$ cat config.mk
export PLATFORM = sky130hd
export DESIGN_NAME = hardwired_control_unit
export DESIGN_NICKNAME = d
export VERILOG_FILES = /design/src/rtl/hardwired_control_unit.sv
export SDC_FILE = /design/constraint.sdc
export NUM_CORES = 1
export LEC_CHECK = 0
export CORE_MARGIN = 2
export CORE_UTILIZATION = 33
export DETAILED_ROUTE_END_ITERATION = 16
export HOLD_SLACK_MARGIN = 0.02
export PLACE_DENSITY = 0.84
export SLEW_MARGIN = 20
export SYNTH_ARGS = -nofsm -noshare
export SYNTH_HDL_FRONTEND = slang
export SYNTH_SLANG_ARGS = --single-unit
$ cat constraint.sdc
create_clock -name Clock -period 1.75 [get_ports Clock]
set_input_delay 0.175 -clock Clock [delete_from_list [all_inputs] [get_ports Clock]]
set_output_delay 0.175 -clock Clock [all_outputs]
set_load 0.01 [all_outputs]
$ cat src/rtl/hardwired_control_unit.sv
// Hardwired Moore control sequencer for the System datapath: fetch (F0-F2),
// decode (T3), then ALU / in / out / mfhi / mflo / nop / halt execution.
module hardwired_control_unit #(
  parameter int DATA_WIDTH = 32,
  parameter int CNT_WIDTH  = 16
) (
  input  logic                  Clock,
  input  logic                  clear,
  input  logic [DATA_WIDTH-1:0] IR,
  input  logic                  inport_valid,
  output logic                  PCout,
  output logic                  Zhi_out,
  output logic                  Zlo_out,
  output logic                  MDRout,
  output logic                  HIout,
  output logic                  LOout,
  output logic                  Inport_out,
  output logic                  Cout,
  output logic                  MARin,
  output logic                  Zin,
  output logic                  PCin,
  output logic                  MDRin,
  output logic                  IRin,
  output logic                  Yin,
  output logic                  HIin,
  output logic                  LOin,
  output logic                  Gra,
  output logic                  Grb,
  output logic                  Grc,
  output logic                  Rin,
  output logic                  Rout,
  output logic                  BAout,
  output logic                  IncPC,
  output logic [4:0]            opcode,
  output logic                  Mem_Read,
  output logic                  Mem_Write,
  output logic                  Mem_enable512x32,
  output logic                  outport_in,
  output logic                  inport_data_ready,
  output logic                  run,
  output logic                  illegal,
  output logic [CNT_WIDTH-1:0]  instr_count
);

  localparam logic [4:0] OP_ADD  = 5'b00011;
  localparam logic [4:0] OP_SUB  = 5'b00100;
  localparam logic [4:0] OP_AND  = 5'b00101;
  localparam logic [4:0] OP_OR   = 5'b00110;
  localparam logic [4:0] OP_IN   = 5'b10110;
  localparam logic [4:0] OP_OUT  = 5'b10111;
  localparam logic [4:0] OP_MFHI = 5'b11000;
  localparam logic [4:0] OP_MFLO = 5'b11001;
  localparam logic [4:0] OP_NOP  = 5'b11010;
  localparam logic [4:0] OP_HALT = 5'b11011;

  typedef enum logic [3:0] {
    S_RST, S_F0, S_F1, S_F2, S_T3, S_A4, S_A5, S_IN4, S_HALT
  } state_t;

  state_t     state, next_state;
  logic [4:0] ir_op;
  logic       unused_ir;

  assign ir_op     = IR[DATA_WIDTH-1 -: 5];
  assign unused_ir = ^IR[DATA_WIDTH-6:0];

  // Reserved for ld/st/branch extensions.
  assign Zhi_out   = 1'b0;
  assign Cout      = 1'b0;
  assign HIin      = 1'b0;
  assign LOin      = 1'b0;
  assign BAout     = 1'b0;
  assign Mem_Write = 1'b0;

  // NOTE: state and counter use non-blocking assignments so every flop
  // samples pre-edge values regardless of process evaluation order.
  always_ff @(posedge Clock) begin
    if (clear) begin
      state       <= S_RST;
      instr_count <= '0;
    end else begin
      state <= next_state;
      if (state == S_F2) instr_count <= instr_count + CNT_WIDTH'(1);
    end
  end

  // NOTE: every output and next_state gets a default before the case, so no
  // path through this block leaves a value unassigned (no inferred latches).
  always_comb begin
    next_state        = S_RST;
    PCout             = 1'b0;
    Zlo_out           = 1'b0;
    MDRout            = 1'b0;
    HIout             = 1'b0;
    LOout             = 1'b0;
    Inport_out        = 1'b0;
    MARin             = 1'b0;
    Zin               = 1'b0;
    PCin              = 1'b0;
    MDRin             = 1'b0;
    IRin              = 1'b0;
    Yin               = 1'b0;
    Gra               = 1'b0;
    Grb               = 1'b0;
    Grc               = 1'b0;
    Rin               = 1'b0;
    Rout              = 1'b0;
    IncPC             = 1'b0;
    opcode            = 5'b0;
    Mem_Read          = 1'b0;
    Mem_enable512x32  = 1'b0;
    outport_in        = 1'b0;
    inport_data_ready = 1'b0;
    illegal           = 1'b0;
    run               = state inside {S_F0, S_F1, S_F2, S_T3, S_A4, S_A5, S_IN4};

    unique case (state)
      S_RST: next_state = S_F0;
      S_F0: begin
        PCout = 1'b1; IncPC = 1'b1; MARin = 1'b1; Zin = 1'b1;
        next_state = S_F1;
      end
      S_F1: begin
        Zlo_out = 1'b1; PCin = 1'b1; MDRin = 1'b1;
        Mem_Read = 1'b1; Mem_enable512x32 = 1'b1;
        next_state = S_F2;
      end
      S_F2: begin
        MDRout = 1'b1; IRin = 1'b1;
        next_state = S_T3;
      end
      S_T3: begin
        next_state = S_F0;
        case (ir_op)
          OP_ADD, OP_SUB, OP_AND, OP_OR: begin
            Grb = 1'b1; Rout = 1'b1; Yin = 1'b1;
            next_state = S_A4;
          end
          OP_OUT:  begin Gra = 1'b1; Rout = 1'b1; outport_in = 1'b1; end
          OP_MFHI: begin Gra = 1'b1; Rin = 1'b1; HIout = 1'b1; end
          OP_MFLO: begin Gra = 1'b1; Rin = 1'b1; LOout = 1'b1; end
          OP_NOP:  next_state = S_F0;
          OP_HALT: next_state = S_HALT;
          // Hold in decode until the input device offers data.
          OP_IN:   next_state = inport_valid ? S_IN4 : S_T3;
          default: illegal = 1'b1;
        endcase
      end
      S_A4: begin
        Grc = 1'b1; Rout = 1'b1; Zin = 1'b1; opcode = ir_op;
        next_state = S_A5;
      end
      S_A5: begin
        Zlo_out = 1'b1; Gra = 1'b1; Rin = 1'b1;
        next_state = S_F0;
      end
      S_IN4: begin
        Gra = 1'b1; Rin = 1'b1; Inport_out = 1'b1; inport_data_ready = 1'b1;
        next_state = S_F0;
      end
      S_HALT:  next_state = S_HALT;
      default: next_state = S_RST;
    endcase
  end

endmodule

==> impl_metrics.json <==
{
  "area_of_the_die_sq_mm": 0.00451,
  "power.density_mw_per_mm2": 539,
  "synth.most_common_cell": "sky130_fd_sc_hd__dfxtp_1",
  "antenna_found_initial": 0,
  "route.detailed.vias_per_inst": 4.89,
  "r2r-end": "state[0]",
  "area_growth_pct": 62.0,
  "synth.cells.most_frequent": "sky130_fd_sc_hd__dfxtp_1, sky130_fd_sc_hd__nor2_1, sky130_fd_sc_hd__buf_4, sky130_fd_sc_hd__nand2_1",
  "critical_path.startpoint_type": "register",
  "post_layout_nonfiller_instances": 287,
  "synthDistinctLibCells": 39,
  "ys_async_sr_fraction_pct": 0,
  "run_status": "finished, violations left",
  "overall_via_count_from_detail_route": 1404,
  "drc": 0,
  "design.portCount": 86,
  "drive_gt1_share_pct": 33.1,
  "root_buffer": "sky130_fd_sc_hd__clkbuf_8",
  "peakVddDrop_mv": 0.564,
  "cpPeakStageDelay_ns": 0.57,
  "grt_usage_pct": 15.8,
  "number_of_stages_on_the_worst_hold_path": 2,
  "synth-main-ff-cell": "sky130_fd_sc_hd__dfxtp_1",
  "final.hold.worst_slack_ns": 0.488,
  "min_from": "instr_count[15]",
  "netlist_instances": 164,
  "final-seq-area_sq_um": 402,
  "ff2ff_path_depth": 6,
  "final.setup_skew_ns": 0.00731,
  "cp.required_ns": 1.57,
  "first_global_vias": 1239,
  "cts_buffers": 3,
  "grt_start_max_net_pins": 14,
  "clkSlewWorstSetupHoldPaths_ns": 0.08,
  "first_pass_grt_wire_length_um": 5570,
  "layout_worst_path_cycle_share_pct": 118,
  "final_net_count": 276,
  "yosys.area.top_type": "sky130_fd_sc_hd__dfxtp_1",
  "postSynthRegisterBits": 20,
  "slew_viol_final": 0,
  "timing.hold.worst.class": "register to register",
  "antennaDiodeCount": 0,
  "hold_path_end": "instr_count[15]",
  "crit_path_arrival_time_ns": 1.89,
  "min_period_ns": 2.07,
  "initial_core_util_pct": 35.2,
  "top_area_cells_in_the_synthesized_netlist": "sky130_fd_sc_hd__dfxtp_1, sky130_fd_sc_hd__buf_4, sky130_fd_sc_hd__nor2_1, sky130_fd_sc_hd__xnor2_1, sky130_fd_sc_hd__and3_1",
  "core_sq_mm": 0.00374,
  "placed_area_sq_mm": 0.00200,
  "timing.critical_path.fanout_max": 3,
  "rows": 22,
  "core_util_final_pct": 57.0,
  "numPlacedInstances": 274,
  "finalWeightedCongestion": 0.776,
  "yosysWarnings": 0,
  "port-buffer-count": 52,
  "synth-seq-area-share_pct": 30.4,
  "cts_tree": "yes",
  "drt_pass1_iterations": 4,
  "critical_path_cell_with_the_highest_stage_delay": "sky130_fd_sc_hd__or4b_4",
  "nFillCells": 350,
  "die_width_um": 67.2,
  "final_cell_area_sq_mm": 0.00213,
  "number_of_enable_flip_flop_cells_after_synthesis": 0,
  "clk_latency_ns": 0.26,
  "r2r_setup_slack_ns": 0.04,
  "h-tree-depth": 1,
  "ctsLongestPathBuffers": 2,
  "cp.buffers_inverters": 2,
  "dp.final_hpwl_um": 2670,
  "timing_hold_violations_final": 0,
  "drt-total-wl_um": 3520,
  "tritoncts_num_sinks": 20,
  "timing.max_cap.violations": 0,
  "grt.overflow.total": 0,
  "crit_path_end_kind": "output pin",
  "grt_setup_unrepaired": "yes",
  "failed_checks": "negative setup slack",
  "post_drt_wl_per_cell_um": 12.3,
  "share_of_the_synthesized_area_in_the_top_cell_type_pct": 30.4,
  "netlist_area_pre_place_sq_mm": 0.00132,
  "timing.final.ws_setup_ns": -0.317,
  "multiInputGateArea_sq_um": 831,
  "worstPathCellList": "or4b_4 > buf_6 > nor4b_4 > a21o_1 > nand2b_4 > buf_6",
  "ant_nets": 0,
  "die_h_um": 67.2,
  "leakage_uw": 0.000935,
  "finalSetupViolations": 9,
  "r2r_start": "state[3]",
  "critical_path_most_common_cell": "sky130_fd_sc_hd__buf_6",
  "total_power_uw": 1150,
  "crit_family": "simple AND/OR/NAND/NOR gates",
  "syn_avg_cell_area_sq_um": 8.03,
  "timing_worst_setup_path_type": "register to output pin",
  "max_freq_mhz": 484,
  "detailedRoute.firstIterationViolations": 95
}
==> cell families (layout without fill, tap and decap cells) <==
| group | Yosys count | in the layout | share of synthesized area (%) |
|---|---|---|---|
| simple gates | 78 | 78 | 34.6 |
| flops | 20 | 20 | 30.4 |
| compound gates | 22 | 22 | 11.4 |
| other cells | 1 | 6 | 0.285 |
| fa+ha+maj | 1 | 1 | 0.950 |
| xor+xnor | 9 | 9 | 5.98 |
| buf+inv | 31 | 101 | 14.7 |
| mux | 2 | 2 | 1.71 |
==> state kept, by name, indices dropped and copies added, names as in the netlist <==
name and flops:
instr_count 16, state 4
==> final cells by class <==
cell class	count	area share, %
Clock buffer	3	1.93
Inverter	8	1.41
Clock inverter	1	1.41
Sequential cell	20	18.8
Tap cell	48	2.81
Multi-Input combinational cell	118	38.9
Timing Repair Buffer	89	34.7
==> worst max path at each step <==
stage                     startpoint  endpoint  slack (ns)  cells past startpoint
after CTS                   state[0]       Gra       -0.33                      6
after detailed placement      IR[29]      Rout       -0.42                      6
after global routing        state[3]       Gra       -0.40                      6
final                       state[3]       Gra       -0.32                      6
after floorplan             state[3]       Gra       -0.01                      5
after global placement        IR[29]       Gra       -0.38                      7
==> report_power, final <==
| group | leakage, uW | internal, uW | switching (uW) | total, uW |
|---|---|---|---|---|
| Combinational | 0.000738 | 117 | 111 | 228 |
| Sequential | 0.000162 | 461 | 4.48 | 465 |
| Clock | 0.0000357 | 305 | 152 | 457 |
==> tightest hold or removal path, delay by kind of cell, from the launching register on <==
kind / cells / cell delay, ns
DFF: 1 / 0.33
AOI/OAI and AO/OA: 2 / 0.12
==> metrics by stage <==
stage	setup TNS [ns]	worst slack, ns
after global placement	-4.02	-0.381
after detailed placement	-4.26	-0.421
after CTS	-2.22	-0.333
after floorplan	-0.0175	-0.0142
after global routing	-2.81	-0.400
final	-1.83	-0.317
==> routing by layer <==
layer	GRT usage, %	vias to the layer above	routed length [um]
li1	-	703	-
met1	20.6	661	1560
met2	27.1	40	1760
met3	4.33	0	196
met4	1.28	0	0
met5	0	-	0
==> cells in the final DEF, fill, tap and decap left out, types with 4 or more instances in the layout <==
master	count
sky130_fd_sc_hd__dlygate4sd2_1	9
sky130_fd_sc_hd__conb_1	6
sky130_fd_sc_hd__dfxtp_1	19
sky130_fd_sc_hd__nand2_1	9
sky130_fd_sc_hd__nand3_1	7
sky130_fd_sc_hd__nor4_1	4
sky130_fd_sc_hd__and3_1	7
sky130_fd_sc_hd__nor3_1	5
sky130_fd_sc_hd__buf_2	8
sky130_fd_sc_hd__nor2_1	16
sky130_fd_sc_hd__clkbuf_2	7
sky130_fd_sc_hd__buf_4	31
sky130_fd_sc_hd__inv_1	7
sky130_fd_sc_hd__xnor2_1	6
sky130_fd_sc_hd__buf_6	7
sky130_fd_sc_hd__a21oi_1	8
sky130_fd_sc_hd__clkdlybuf4s50_1	24
==> timing repair <==
| item | in CTS | in global routing |
|---|---|---|
| setup buffers | 6 | 3 |
| hold buffers | 0 | 0 |
| endpoints found under the setup margin | 30 | 28 |
| pin swaps | 9 | 7 |
| gates resized for setup | 73 | 20 |
Power figures use the tool's default switching activity.
